==> src/rtl/bus_pkg.sv <==
// ---------------------------------------------------------------------------
// bus_pkg
// Shared types and constants for the single-master bus controller.
//   region_t : slave region selected by cpu_addr[31:16]
//   state_t  : transaction FSM states
//   BASE_*   : region base values of cpu_addr[31:16]
// ---------------------------------------------------------------------------
package bus_pkg;

  typedef enum logic [2:0] {
    REG_BRAM,
    REG_SRAM,
    REG_FLASH,
    REG_MMIO,
    REG_NONE
  } region_t;

  localparam logic [15:0] BASE_BRAM  = 16'h0000;
  localparam logic [15:0] BASE_SRAM  = 16'h0001;
  localparam logic [15:0] BASE_FLASH = 16'h0002;
  localparam logic [15:0] BASE_MMIO  = 16'h0003;

  typedef enum logic [2:0] {
    IDLE,
    BUSY,
    ISSUE,
    WAIT,
    RESP
  } state_t;

endpackage

==> src/rtl/bus_decode.sv <==
// ---------------------------------------------------------------------------
// bus_decode
// Combinational region decoder, shared with the top level.
// Ports:
//   region_bits in  16  cpu_addr[31:16]
//   region      out     decoded slave region, REG_NONE when unmapped
// ---------------------------------------------------------------------------
module bus_decode
  import bus_pkg::*;
(
  input  logic [15:0] region_bits,
  output region_t     region
);

  always_comb begin
    region = REG_NONE;
    case (region_bits)
      BASE_BRAM:  region = REG_BRAM;
      BASE_SRAM:  region = REG_SRAM;
      BASE_FLASH: region = REG_FLASH;
      BASE_MMIO:  region = REG_MMIO;
      default:    region = REG_NONE;
    endcase
  end

endmodule

==> src/rtl/bus_ctrl.sv <==
// ---------------------------------------------------------------------------
// bus_ctrl
// Single-master bus controller between the cpu and the bram/sram/flash/mmio
// slaves. Decodes the region, issues a one-cycle per-slave strobe, waits for
// flash busy / mmio ready, and returns registered read data with ack/err.
//
// Optional build macro: BUS_CTRL_TIMEOUT_EN
//   defined   : BUSY and WAIT abort with cpu_err after TIMEOUT_CYCLES cycles
//   undefined : BUSY and WAIT wait indefinitely
//
// Ports:
//   clk, rst                    clock, asynchronous active-high reset
//   cpu_req/we/addr/wdata       cpu request side
//   cpu_ready/ack/err/rdata     cpu response side
//   slv_addr, slv_wdata         latched offset and write data to all slaves
//   <slave>_rd_en/_wr_en        one-cycle strobes, one slave at a time
//   <slave>_rdata               slave read data, sampled only in WAIT
//   flash_busy, mmio_ready      slave flow control
// ---------------------------------------------------------------------------
module bus_ctrl
  import bus_pkg::*;
#(
  parameter int DATA_W         = 32,
  parameter int ADDR_W         = 32,
  parameter int TIMEOUT_CYCLES = 256
) (
  input  logic              clk,
  input  logic              rst,
  input  logic              cpu_req,
  input  logic              cpu_we,
  input  logic [ADDR_W-1:0] cpu_addr,
  input  logic [DATA_W-1:0] cpu_wdata,
  output logic              cpu_ready,
  output logic              cpu_ack,
  output logic              cpu_err,
  output logic [DATA_W-1:0] cpu_rdata,
  output logic [15:0]       slv_addr,
  output logic [DATA_W-1:0] slv_wdata,
  output logic              bram_rd_en,
  output logic              bram_wr_en,
  input  logic [DATA_W-1:0] bram_rdata,
  output logic              sram_rd_en,
  output logic              sram_wr_en,
  input  logic [DATA_W-1:0] sram_rdata,
  output logic              flash_rd_en,
  output logic              flash_wr_en,
  input  logic              flash_busy,
  input  logic [DATA_W-1:0] flash_rdata,
  output logic              mmio_rd_en,
  output logic              mmio_wr_en,
  input  logic              mmio_ready,
  input  logic [DATA_W-1:0] mmio_rdata
);

  if (TIMEOUT_CYCLES < 2 || TIMEOUT_CYCLES > 65535) begin : g_bad_timeout
    $error("bus_ctrl: TIMEOUT_CYCLES must be in 2..65535");
  end

  state_t            state_q, state_d;
  region_t           region_in, region_q;
  logic              we_q;
  logic              ready_q;
  logic              err_q, err_d;
  logic [DATA_W-1:0] rdata_q, rdata_sel;
  logic              accept, capture, timeout_hit;

  bus_decode u_decode (
    .region_bits (cpu_addr[31:16]),
    .region      (region_in)
  );

`ifdef BUS_CTRL_TIMEOUT_EN
  localparam logic [15:0] TO_LAST = 16'(TIMEOUT_CYCLES - 1);
  logic [15:0] wait_cnt_q;

  // Counts cycles spent in BUSY/WAIT; restarts on every entry.
  always_ff @(posedge clk or posedge rst) begin
    if (rst) begin
      wait_cnt_q <= '0;
    end else if ((state_q == BUSY || state_q == WAIT) && state_d == state_q) begin
      wait_cnt_q <= wait_cnt_q + 16'd1;
    end else begin
      wait_cnt_q <= '0;
    end
  end

  assign timeout_hit = (wait_cnt_q == TO_LAST);
`else
  assign timeout_hit = 1'b0;
`endif

  always_comb begin
    rdata_sel = bram_rdata;
    case (region_q)
      REG_SRAM:  rdata_sel = sram_rdata;
      REG_FLASH: rdata_sel = flash_rdata;
      REG_MMIO:  rdata_sel = mmio_rdata;
      default:   rdata_sel = bram_rdata;
    endcase
  end

  // Next-state logic. The "condition met" branches are tested before the
  // timeout so a slave that answers in the last allowed cycle still succeeds.
  always_comb begin
    state_d = state_q;
    err_d   = err_q;
    accept  = 1'b0;
    capture = 1'b0;
    case (state_q)
      IDLE: begin
        if (cpu_req && ready_q) begin
          accept = 1'b1;
          err_d  = 1'b0;
          if (region_in == REG_NONE) begin
            state_d = RESP;
            err_d   = 1'b1;
          end else if (region_in == REG_FLASH && flash_busy) begin
            state_d = BUSY;
          end else begin
            state_d = ISSUE;
          end
        end
      end
      BUSY: begin
        if (!flash_busy) begin
          state_d = ISSUE;
        end else if (timeout_hit) begin
          state_d = RESP;
          err_d   = 1'b1;
        end
      end
      ISSUE: state_d = WAIT;
      WAIT: begin
        if (region_q != REG_MMIO || mmio_ready) begin
          state_d = RESP;
          capture = 1'b1;
        end else if (timeout_hit) begin
          state_d = RESP;
          err_d   = 1'b1;
        end
      end
      RESP:    state_d = IDLE;
      default: state_d = IDLE;
    endcase
  end

  always_ff @(posedge clk or posedge rst) begin
    if (rst) begin
      state_q <= IDLE;
    end else begin
      state_q <= state_d;
    end
  end

  // ready_q keeps cpu_ready low during reset and for no longer than that.
  always_ff @(posedge clk or posedge rst) begin
    if (rst) begin
      ready_q   <= 1'b0;
      err_q     <= 1'b0;
      region_q  <= REG_NONE;
      we_q      <= 1'b0;
      slv_addr  <= '0;
      slv_wdata <= '0;
      rdata_q   <= '0;
    end else begin
      ready_q <= 1'b1;
      err_q   <= err_d;
      if (accept) begin
        region_q  <= region_in;
        we_q      <= cpu_we;
        slv_addr  <= cpu_addr[15:0];
        slv_wdata <= cpu_wdata;
        rdata_q   <= '0;
      end else if (capture && !we_q) begin
        rdata_q <= rdata_sel;
      end
    end
  end

  assign cpu_ready   = (state_q == IDLE) && ready_q;
  assign cpu_ack     = (state_q == RESP);
  assign cpu_err     = (state_q == RESP) && err_q;
  assign cpu_rdata   = (state_q == RESP) ? rdata_q : '0;

  assign bram_rd_en  = (state_q == ISSUE) && (region_q == REG_BRAM)  && !we_q;
  assign bram_wr_en  = (state_q == ISSUE) && (region_q == REG_BRAM)  &&  we_q;
  assign sram_rd_en  = (state_q == ISSUE) && (region_q == REG_SRAM)  && !we_q;
  assign sram_wr_en  = (state_q == ISSUE) && (region_q == REG_SRAM)  &&  we_q;
  assign flash_rd_en = (state_q == ISSUE) && (region_q == REG_FLASH) && !we_q;
  assign flash_wr_en = (state_q == ISSUE) && (region_q == REG_FLASH) &&  we_q;
  assign mmio_rd_en  = (state_q == ISSUE) && (region_q == REG_MMIO)  && !we_q;
  assign mmio_wr_en  = (state_q == ISSUE) && (region_q == REG_MMIO)  &&  we_q;

endmodule

==> config.mk <==
export PLATFORM = sky130hd
export DESIGN_NAME = bus_ctrl
export DESIGN_NICKNAME = d
export VERILOG_FILES = /design/src/rtl/bus_pkg.sv /design/src/rtl/bus_decode.sv /design/src/rtl/bus_ctrl.sv
export SDC_FILE = /design/constraint.sdc
export NUM_CORES = 1
export LEC_CHECK = 0
export ABC_AREA = 1
export CAP_MARGIN = 20
export CORE_MARGIN = 3
export CORE_UTILIZATION = 43
export DETAILED_ROUTE_END_ITERATION = 10
export PLACE_DENSITY = 0.87
export SLEW_MARGIN = 25
export SYNTH_ARGS = -nofsm -noshare
export SYNTH_HDL_FRONTEND = slang
export SYNTH_HIERARCHICAL = 1
export SYNTH_SLANG_ARGS = --single-unit
==> constraint.sdc <==
create_clock -name clk -period 6.4 [get_ports clk]
set_clock_uncertainty 0.05 [all_clocks]
set_input_delay 1.28 -clock clk [delete_from_list [all_inputs] [get_ports clk]]
set_output_delay 1.28 -clock clk [all_outputs]
set_load 0.01 [all_outputs]
==> run summary <==
Crit path capture type: output pin
Ant. Diodes: 0
Vias in the first global route: 5745
Worst IR drop on VDD: 0.199 mV
Relative slew slack: 51.6%
Final worst setup slack: 2750 ps
Slowest cell delay on critical path: 590 ps
Post-synth top cells: 240 x nor2_1, 218 x nand2_1, 120 x inv_1
Hold buffer count at CTS: 0
Period minus WS final: 3650 ps
Row count: 40
Cell area after synthesis: 5380 sq um
Initial Util: 44.4%
Setup-failing EPs final: 0
I/O pins: 289
Pre-CTS setup slack: 3030 ps
Total global-route track usage: 25.0%
Global-route wire length before repair: 28300 um
Top-count cell post-synth: nor2_1
Clk_lat worst skew: 330 ps
Setup Fix Bufs, Post-CTS: 0
Pwr/cell area: 242 nW/um^2
Multi-input gate area in the final layout: 2440 sq um
Root buf cell: clkbuf_16
Flop-to-flop setup slack: 3760 ps
Hold EP: slv_addr[0]
Die footprint: 13900 sq um
Number of synthesized register bits: 89
Core ar.: 12100 sq um
Total power: 0.00207 W
Status: finished, final reports clean
Initial antenna violation count: 0
PortBufs: 288
Syn Area/Cell: 6.36 sq um
Num Clock Sinks: 89
Slowest stage cell, crit path: clkdlybuf4s50_1
Net count after synthesis: 1044
Filler cells: 1031
Max Fclk: 274 MHz
Clock slew at reported path FFs: 60 ps
Clk buf depth: 2
Dominant synthesized flop cell: dfrtp_1
Pleak: 4.12 nW
Grt met1 use: 30.0%
Routability cong.: 0.873
Seq/Total Area, Yosys: 41.4%
Async SR Flop Fraction: 100%
CTS tree: built
Final Hold Viols: 0
GRT overflow: 0
Largest fanout on the critical path: 27
Startpoint types: flop
R2r startpoint: state_q[1]
Hold_sp: slv_addr[0]
Drt initial violations: 358
CTS Buf Count: 9
Syn Inst Count: 846
Drt pass-1 iters: 5
FF-to-FF End: slv_wdata[16]
Yosys top cell area share: 40.9%
Final TNS setup: 0 ps
DIE HEIGHT: 118 um
Via count: 6004
Reg area: 2230 sq um
Largest net degree at the start of global routing: 65
Max Cap Violations: 0
DRC: 0
Worst hold path cell count: 2
Hold Crit Class: reg2reg
Busiest layer in global routing: met2
GR met2 Demand/Resource: 41.6%
Via density per instance: 4.69
Share of cells above drive strength 1: 3.60%
Layout area overhead: 58.4%
GR Layer Usage met3: 9.13%
Avg WL per Cell: 13.8 um
R2R depth: 8
Placed insts: 1264
ANT nets after route: 0
RSZ-0062 raised after global routing: false
Chip Width: 118 um
CP required: 5070 ps
Post-cts resize count: 0
Synth area leader: dfrtp_1
Ys Warns: 6
Period Utilization, post-route: 57.0%
Final #Nets: 1305
Post-DP HPWL: 13100 um
Setup CP Type: reg2out
Final slew viol count: 0
Synth area leaders: dfrtp_1 41%, nor2_1 17%, nand2_1 15%
CP arrival: 2320 ps
Worst path cell trace: inv_1, nand3_2, nor3_1, clkdlybuf4s50_1
H-tree levels: 3
Yosys cell types: 23
WL final: 17700 um
Layout Cells excl Fill: 1280
EDFF count, synth: 0
Worst-Margin Slew: 724 ps
-- kinds of logic after synthesis --
kind of cell	count (synthesis)	share of synthesized area, %
other	1	0.0697
flip-flops	89	41.4
AND/OR/NAND/NOR	578	44.0
AO/OA/AOI/OAI	14	1.30
buffers and inverters	164	13.2
-- how the worst max path moves through the flow --
stage | cells after the start | endpoint | slack (ps) | start
floorplan | 1 | err_q | 2760 | rst
global placement | 4 | cpu_err | 3110 | state_q[0]
detailed placement | 4 | cpu_rdata[10] | 3030 | state_q[0]
CTS | 4 | cpu_err | 2660 | state_q[0]
global route | 4 | flash_wr_en | 2600 | region_q[0]
finish | 4 | flash_rd_en | 2750 | region_q[0]
-- report_power, final --
part / internal, W / switching [W] / total, W / leakage, nW
logic: 0.000423 / 0.000359 / 0.000782 / 2.82
registers: 0.000708 / 0.0000860 / 0.000794 / 1.16
clock network: 0.000266 / 0.000224 / 0.000491 / 0.140
total: 0.00140 / 0.000669 / 0.00207 / 4.12
-- registers in the layout (all words and copies together), names as in the netlist --
signal / flops
region_q: 3
we_q: 1
err_q: 1
slv_wdata: 32
rdata_q: 32
ready_q: 1
slv_addr: 16
state_q: 3
-- metrics by stage --
step / hold WS [ps] / util [%] / cell area, sq um
6_report: 417 / 70.4 / 8530
5_1_grt: 431 / 70.4 / 8530
4_1_cts: 424 / 70.4 / 8530
3_5_place_dp: 407 / 68.1 / 8250
3_3_place_gp: 403 / 68.1 / 8250
2_1_floorplan: 409 / - / 5380
-- worst max-delay path: cells and delay by family, from the launching register on --
family	cells	cell delay (ps)
and+or+nand+nor	2	820
buffers and inverters	2	710
DFF	1	460
-- cells in the final DEF (no fill, tap or decap), types with 4 or more instances in the layout --
cell,n
clkdlybuf4s50_1,287
nor2_1,240
nand2_1,218
inv_1,118
nand3_1,97
dfrtp_1,88
o21ai_0,9
clkbuf_16,9
nand2_2,7
nor3_1,7
buf_4,4
-- routing by layer --
layer	up-vias	part of all wire [%]
met3	26	10
met1	2691	40
met2	248	48
met4	0	1.7
li1	3039	-
met5	-	0
-- final cells by class --
| type | count | area share, % |
|---|---|---|
| Clock inverter | 7 | 0.631 |
| Multi-Input combinational cell | 593 | 28.6 |
| Clock buffer | 9 | 2.64 |
| Inverter | 122 | 5.39 |
| Timing Repair Buffer | 292 | 34.1 |
| Sequential cell | 89 | 26.1 |
| Tap cell | 168 | 2.47 |
No activity file was read; power rests on OpenSTA's default activity.
